File: config.mk
export PLATFORM = sky130hd
export DESIGN_NAME = gb_audio_i2s_tx
export DESIGN_NICKNAME = d
export VERILOG_FILES = /design/src/rtl/gb_audio_i2s_tx.sv
export SDC_FILE = /design/constraint.sdc
export NUM_CORES = 1
export LEC_CHECK = 0
export CELL_PAD_IN_SITES_DETAIL_PLACEMENT = 1
export CELL_PAD_IN_SITES_GLOBAL_PLACEMENT = 1
export CORE_ASPECT_RATIO = 1.4
export CORE_MARGIN = 2
export CORE_UTILIZATION = 25
export DETAILED_ROUTE_END_ITERATION = 7
export GPL_ROUTABILITY_DRIVEN = 1
export MAX_ROUTING_LAYER = met4
export PLACE_DENSITY_LB_ADDON = 0.25
export SLEW_MARGIN = 40
export SYNTH_ARGS = -nofsm -noshare
export SYNTH_HDL_FRONTEND = slang
export SYNTH_SLANG_ARGS = --single-unit
File: constraint.sdc
create_clock -name system_clock -period 3.7 [get_ports system_clock]
set_input_delay 0.74 -clock system_clock [delete_from_list [all_inputs] [get_ports system_clock]]
set_output_delay 0.74 -clock system_clock [all_outputs]
set_load 0.1 [all_outputs]
File: src/rtl/gb_audio_i2s_tx.sv
`default_nettype none
// ============================================================================
// gb_audio_i2s_tx
// Mixes four sound channels with NR51/NR50 into 24-bit words and sends them as I2S.
// Revision: 1.0
// ============================================================================
module gb_audio_i2s_tx #(
  parameter int CLK_DIV = 1
) (
  input  logic       system_clock,
  input  logic       reset,
  input  logic [3:0] ch1_sample,
  input  logic [3:0] ch2_sample,
  input  logic [3:0] ch3_sample,
  input  logic [3:0] ch4_sample,
  input  logic [7:0] NR50,
  input  logic [7:0] NR51,
  input  logic [7:0] NR52,
  output logic       aud_bclk,
  output logic       aud_daclrck,
  output logic       aud_dacdat,
  output logic       sample_strobe
);

  localparam int               DIV_W    = (CLK_DIV > 1) ? $clog2(CLK_DIV) : 1;
  localparam logic [DIV_W-1:0] DIV_LAST = DIV_W'(CLK_DIV - 1);

  logic [DIV_W-1:0] div_q, div_d;
  logic             bclk_q, bclk_d;
  logic [5:0]       bit_q, bit_d;
  logic             lrck_q, lrck_d;
  logic             dat_q, dat_d;
  logic             strobe_q, strobe_d;
  logic [23:0]      left_q, left_d;
  logic [23:0]      right_q, right_d;

  logic             div_last;
  logic             fall;
  logic             wrap;
  logic [5:0]       bit_nxt;
  logic [4:0]       slot;
  logic [23:0]      slot_word;
  logic [5:0]       sum_l, sum_r;
  logic [8:0]       mix_l, mix_r;
  logic [23:0]      word_l, word_r;
  logic             unused_bits;

  assign unused_bits = ^{NR50[7], NR50[3], NR52[6:0]};

  function automatic logic [5:0] pan_sum(input logic [3:0] en,
                                         input logic [3:0] c1,
                                         input logic [3:0] c2,
                                         input logic [3:0] c3,
                                         input logic [3:0] c4);
    logic [5:0] s;
    s = 6'd0;
    if (en[0]) s = s + {2'b00, c1};
    if (en[1]) s = s + {2'b00, c2};
    if (en[2]) s = s + {2'b00, c3};
    if (en[3]) s = s + {2'b00, c4};
    return s;
  endfunction

  // Mixer: panned sum times (volume+1); at most 60*8 = 480, fits 9 bits.
  always_comb begin
    sum_l  = pan_sum(NR51[7:4], ch1_sample, ch2_sample, ch3_sample, ch4_sample);
    sum_r  = pan_sum(NR51[3:0], ch1_sample, ch2_sample, ch3_sample, ch4_sample);
    mix_l  = {3'b000, sum_l} * {5'b00000, ({1'b0, NR50[6:4]} + 4'd1)};
    mix_r  = {3'b000, sum_r} * {5'b00000, ({1'b0, NR50[2:0]} + 4'd1)};
    if (!NR52[7]) begin
      mix_l = 9'd0;
      mix_r = 9'd0;
    end
    word_l = {1'b0, mix_l, 14'd0};
    word_r = {1'b0, mix_r, 14'd0};
  end

  always_comb begin
    div_last  = (div_q == DIV_LAST);
    fall      = div_last & bclk_q;
    bit_nxt   = bit_q + 6'd1;
    wrap      = fall & (bit_q == 6'd63);
    slot      = bit_nxt[4:0];
    slot_word = bit_nxt[5] ? right_q : left_q;

    div_d     = div_last ? '0 : div_q + DIV_W'(1);
    bclk_d    = div_last ? ~bclk_q : bclk_q;
    bit_d     = bit_q;
    lrck_d    = lrck_q;
    dat_d     = dat_q;
    strobe_d  = wrap;
    left_d    = wrap ? word_l : left_q;
    right_d   = wrap ? word_r : right_q;

    // Slot 0 is always 0, so the stale word seen at the latch fall is harmless.
    if (fall) begin
      bit_d  = bit_nxt;
      lrck_d = bit_nxt[5];
      if (slot >= 5'd1 && slot <= 5'd24) begin
        dat_d = slot_word[5'd24 - slot];
      end else begin
        dat_d = 1'b0;
      end
    end
  end

  always_ff @(posedge system_clock or negedge reset) begin
    if (!reset) begin
      div_q    <= '0;
      bclk_q   <= 1'b0;
      bit_q    <= 6'd63;
      lrck_q   <= 1'b0;
      dat_q    <= 1'b0;
      strobe_q <= 1'b0;
      left_q   <= 24'd0;
      right_q  <= 24'd0;
    end else begin
      div_q    <= div_d;
      bclk_q   <= bclk_d;
      bit_q    <= bit_d;
      lrck_q   <= lrck_d;
      dat_q    <= dat_d;
      strobe_q <= strobe_d;
      left_q   <= left_d;
      right_q  <= right_d;
    end
  end

  assign aud_bclk      = bclk_q;
  assign aud_daclrck   = lrck_q;
  assign aud_dacdat    = dat_q;
  assign sample_strobe = strobe_q;

endmodule
`default_nettype wire
==> results.md, run 1 <==
* FILL cells at 1796
* Initial antenna violation count at 0
* Post-synth EDFFs at 0
* Root Buffer: clkbuf_16
* Via Count at 3892
* Max Freq at 162 MHz
* Synth Area in XOR/XNOR at 7.19%
* Die H at 152 um
* Worst-path fanout max at 3
* Setup-failing EPs final at 16
* Slew margin rel. at 64.9%
* Pwr/cell area at 348 nW/um^2
* Failing checks: negative setup slack
* First-pass GRT wire length at 20100 um
* Post-synthesis mux area share at 6.93%
* Layout cell share with drive strength beyond 1 at 49.1%
* Most common cell after layout, fill and taps aside: buf_4
* Hold WC Path Type: in -> async
* WP data required at 3.87 ns
* Io pins at 46
* Largest net degree at the start of global routing at 29
* Setup CP Type: in -> reg
* Congestion Overflow GR at 0
* Tightest Pin Transition at 0.524 ns
* IO buf count at 36
* Setup Skew at 0.00367 ns
* DRC violations left at 0
* Cells after synthesis at 453
* Post-Synth Simple-Gate Area at 18.5%
* Core area at 15400 sq um
* Fin crit share at 167%
* R2r worst-path depth at 7
* Drt total wl at 12300 um
* CP arrival at 6.33 ns
* Syn_area_per_cell at 8.61 sq um
* CTS tree: built
* Leakage Power at 2.92 nW
* Placement Rows at 54
* Die ar. at 16600 sq um
* Layout area overhead at 62.8%
* Final slew viol count at 0
* Startpoint types: input port
* Largest family of logic cells by synthesized area: adder cells
* Status: complete, but fails checks
* Unique cell type count in the Yosys netlist at 56
* Register area share after synthesis at 18.2%
* Pre-antenna DRT Iters at 5
* CP endpoint kind: flop
* DP HPWL at 10100 um
* Syn Nets at 567
* Number of global-route vias before repair at 4370
* Clock Path Buffers at 2
* Non-Filler Instances at 825
* Synth Area in Compound Gates at 14.7%
* Die width at 110 um
* RSZ-0062 raised after global routing: true
* DRT antenna net count at 0
* Post-Synth Adder-Cell Area at 27.9%
* WL/cell at 14.9 um
* Tot GR Track Use at 15.5%
* Final Net Count at 744
* Synth async-reset ratio at 100%
* DR iter-0 viols at 61
* Synth Register Bits at 28
* Crit-path most repeated cell: o21a_1
* Antenna Cells at 0
* Most common flop cell mapped by yosys: dfrtp_1
* Commonest cells after routing, fill and taps aside: buf_4, inv_1, nand2_1
* Setup ws final at -2.47 ns
* Synth Warn # at 0
* Mapped cell area at 3900 sq um
* Placed insts at 788
* Endpoints failing hold at 0
* RePlAce Congestion at 0.846
* CP peak stage delay at 0.51 ns
* Max VDD drop at 0.128 mV
* Initial core utilization at 25.3%
* CTS sink cnt at 28
* Minimum clock period after layout at 6.17 ns
* Cts bufs inserted at 3
* Clock Latency Late Sink at 0.26 ns
* Total negative slack at -24.62 ns
* Max-cap violations at 0
* Vias per std cell at 4.72
* CP max stage cell: fa_1
* H-tree levels at 1
* Clk slew on worst S/H paths at 0.07 ns
[final cells by class]
cell class	instances	area [sq um]	share of cell area [%]
inverter	59	224	3.53
tap	196	245	3.86
sequential	28	708	11.2
clock buffer	4	88.8	1.40
multi-input combinational	357	3620	57.0
timing repair buffer	181	1460	23.0
[critical path: cells and delay by family]
family	cells	cell delay (ns)
buffers and inverters	5	0.28
adder cells (fa/ha/maj)	7	2.33
XOR/XNOR	2	0.36
multiplexers	1	0.28
AND/OR/NAND/NOR	9	1.33
AO/OA/AOI/OAI	6	1.01
[Yosys cell counts, types with 4 or more instances]
cell / number / area share, %
nand2_1: 44 / 4.2
fa_1: 22 / 11
o21ai_0: 24 / 3.1
dfrtp_1: 22 / 14
xnor2_1: 19 / 4.3
o41ai_1: 4 / 0.90
dfstp_2: 6 / 4.0
nand3_1: 12 / 1.5
o31ai_1: 7 / 1.3
xor2_1: 13 / 2.9
and2_1: 11 / 1.8
nand2b_1: 7 / 1.1
inv_1: 58 / 5.6
mux2i_1: 9 / 2.3
a21o_1: 5 / 0.96
mux2_2: 14 / 4.0
nor2b_1: 12 / 1.9
or2_2: 6 / 0.96
a21oi_1: 20 / 2.6
ha_1: 50 / 16
nor2_1: 25 / 2.4
o21a_1: 9 / 1.7
nand4_1: 4 / 0.64
clkbuf_1: 7 / 0.67
[repair_timing]
action                                  4_1_cts  5_1_grt
hold buffers                                  0        0
endpoints found under the setup margin       16       16
pin swaps                                    77       61
buffers inserted                             28       10
endpoints found under the hold margin         0        0
resized for setup                            95       38
[stage by stage]
stage          cell area, sq um  setup WS (ns)  hold WS, ns  utilization (%)  total power [mW]
2_1_floorplan              4130          -2.54        0.438                -              1.06
3_3_place_gp               5540          -3.17        0.453             35.9              1.52
3_5_place_dp               5510          -3.41        0.467             35.8              1.56
4_1_cts                    6070          -2.60        0.474             39.4              2.09
5_1_grt                    6350          -2.68        0.491             41.2              2.41
6_report                   6350          -2.47        0.435             41.2              2.21
[per-layer routing]
metal	GRT usage, %	share of wire, %	wire (um)
met3	0.898	1.4	168
met5	-	0	0
met1	14.5	34	4110
met2	33.1	63	7680
met4	3.73	2.4	300
[kinds of logic (layout without fill, tap and decap cells)]
logic type / Yosys count / count (layout)
mux: 24 / 24
fa+ha+maj: 74 / 74
flops: 28 / 28
compound gates: 87 / 87
buf+inv: 68 / 244
xor+xnor: 32 / 32
simple gates: 140 / 140
[flip-flops by register name, indices dropped and copies added (netlist names)]
name and cells:
aud_dacdat 1, left_q 9, right_q 9, aud_daclrck 1, sample_strobe 1, bit_q 6, aud_bclk 1
[path summary, 6_finish.rpt]
path	startpoint	to	slack, ns
worst max-delay path	ch1_sample[0]	left_q[22]$_DFFE_PN0P_	-2.47
worst min-delay path	reset	aud_daclrck$_DFFE_PN0P_	0.44
min in group system_clock	right_q[16]$_DFFE_PN0P_	right_q[16]$_DFFE_PN0P_	0.48
worst min register to register	right_q[16]$_DFFE_PN0P_	right_q[16]$_DFFE_PN0P_	0.48
worst max register to register	bit_q[3]$_DFFE_PN1P_	aud_dacdat$_DFFE_PN0P_	1.29
max in group asynchronous	reset	bit_q[4]$_DFFE_PN1P_	2.69
[power by group]
group | switching, mW | internal (mW) | total [mW]
Combinational | 0.723 | 0.914 | 1.64
Sequential | 0 | 0.306 | 0.306
Clock | 0.104 | 0.166 | 0.269
(Power assumes the default switching activity.)
==> run 2: changes to the inputs <==
Settings changed: GPL_ROUTABILITY_DRIVEN 1 to not set.
==> results of run 2 <==
No change in the layout: final DEF, timing and power equal those of run 1.
==> run 3: changes to the inputs <==
Settings changed: CORE_UTILIZATION 25 to 30.
==> run 3 against run 2 <==
Compared with the run above: the run still ends with negative setup slack left; register-to-register slack worse by 0.02 ns; largest cell class unchanged; non-clock buffer count shrank 1; sequential share of layout area barely moved; clock skew fell by 0.0010 ns; critical path type unchanged; clock power decreased by 7%; critical path depth unchanged.
==> results.md, run 3 (same netlist as run 1, synthesis figures left out) <==
* DRT antenna net count at 0
* Endpoints failing hold at 0
* CTS tree: built
* Post-DP Area at 5400 sq um
* Worst-path fanout max at 3
* WL/cell at 15.5 um
* R2r worst-path depth at 7
* CP peak stage delay at 0.49 ns
* DRC violations left at 0
* Final slew viol count at 0
* Most common cell after layout, fill and taps aside: buf_4
* Pre-antenna DRT Iters at 4
* Final core occ at 49.6%
* Place WS at -3.34 ns
* DR iter-0 viols at 37
* Largest net degree at the start of global routing at 29
* Max VDD drop at 0.163 mV
* CP arrival at 6.24 ns
* Total negative slack at -23.47 ns
* CTS sink cnt at 28
* Largest regs: left_q (9), right_q (9), bit_q (6)
* DP HPWL at 9770 um
* Leakage Power at 2.93 nW
* WP depth at 30
* Tot GR Track Use at 17.8%
* Die ar. at 13900 sq um
* Hold WC Path Type: in -> async
* Antenna Cells at 0
* Fin crit share at 164%
* CP endpoint kind: flop
* Setup Skew at 0.00263 ns
* Setup-failing EPs final at 15
* Minimum clock period after layout at 6.07 ns
* RSZ-0062 raised after global routing: true
* H-tree levels at 1
* Final Power at 2.27 mW
* Placement Rows at 49
* Status: complete, but fails checks
* Die width at 100 um
* Hold WS at 0.453 ns
* Setup ws final at -2.37 ns
* Max Freq at 165 MHz
* Worst path bufs/invs at 5
* Initial core utilization at 30.6%
* Non-Filler Instances at 781
* Setup CP Type: in -> reg
* Startpoint types: input port
* Slew margin rel. at 61.8%
* Congestion Overflow GR at 0
* First-pass GRT wire length at 19500 um
* Drt total wl at 12100 um
* Die H at 139 um
* Clock Latency Late Sink at 0.26 ns
* Clk slew on worst S/H paths at 0.07 ns
* Initial antenna violation count at 0
* Post-route cell area at 6330 sq um
* Cts bufs inserted at 3
* Placed insts at 738
* Final Net Count at 743
* Tightest Pin Transition at 0.571 ns
* CP max stage cell: fa_1
* Number of global-route vias before repair at 4215
* Failing checks: negative setup slack
* Vias per std cell at 4.90
* Hold buffer count at cts at 0
* IO buf count at 36
* Crit path max-delay family: adder cells
* RePlAce Congestion at 0.809
* Via Count at 3829
* Pwr/cell area at 359 nW/um^2
* Crit-path most repeated cell: o21a_1
* Io pins at 46
* Commonest cells after routing, fill and taps aside: buf_4, inv_1, nand2_1
* WP data required at 3.87 ns
* Layout cell share with drive strength beyond 1 at 49.5%
* Clock Path Buffers at 2
* Max-cap violations at 0
* Layout area overhead at 62.4%
* Root Buffer: clkbuf_16
* Core area at 12800 sq um
[run 3: changes by cell type in the layout (fill, tap and decap cells not counted), moves of 2 or more]
cell	before	now
and2_1	3	5
o21ai_2	7	9
mux2i_4	3	1
buf_4	135	131
o21ai_1	6	4
buf_6	13	18
a21oi_2	12	10
a21oi_4	1	3
nor2b_1	7	5
[run 3: final timing paths]
check,slack [ns],from,to
max,-2.37,NR51[4],left_q[22]$_DFFE_PN0P_
min,0.45,reset,left_q[20]$_DFFE_PN0P_
max reg2reg,1.27,bit_q[3]$_DFFE_PN1P_,aud_dacdat$_DFFE_PN0P_
min reg2reg,0.47,right_q[15]$_DFFE_PN0P_,right_q[15]$_DFFE_PN0P_
max in group asynchronous,2.67,reset,bit_q[3]$_DFFE_PN1P_
min in group system_clock,0.47,right_q[15]$_DFFE_PN0P_,right_q[15]$_DFFE_PN0P_
[run 3: worst register-to-register path, cell delays in order, from the launching register on]
cell     delay [ns]
dfstp_2        0.57
ha_1           0.22
nand4_1        0.22
xor2_1         0.46
mux2_2         0.40
o21a_1         0.17
o22ai_1        0.16
o21ai_0        0.10
[run 3: layout make-up]
cell class	count	area [sq um]
tap	153	191
clock buffer	4	78.8
multi-input combinational	357	3660
sequential	28	708
timing repair buffer	180	1470
inverter	59	226
fill	1460	6420
[run 3: timing repair]
item / CTS / global route
pin swaps: 91 / 66
setup endpoints to repair: 16 / 16
gates resized for setup: 99 / 47
setup buffers: 28 / 19
gates cloned: 0 / 0
[run 3: report_power, final]
part | total, mW | internal [mW] | switching, mW
clock | 0.250 | 0.148 | 0.102
sequential | 0.306 | 0.306 | 0
combinational | 1.72 | 0.950 | 0.767
[run 3: routing by layer]
layer	routed length (um)	track usage, %	vias to the layer above
met5	0	-	-
li1	-	-	1892
met2	7580	38.3	44
met1	4200	16.7	1882
met4	142	3.03	0
met3	213	0.907	11
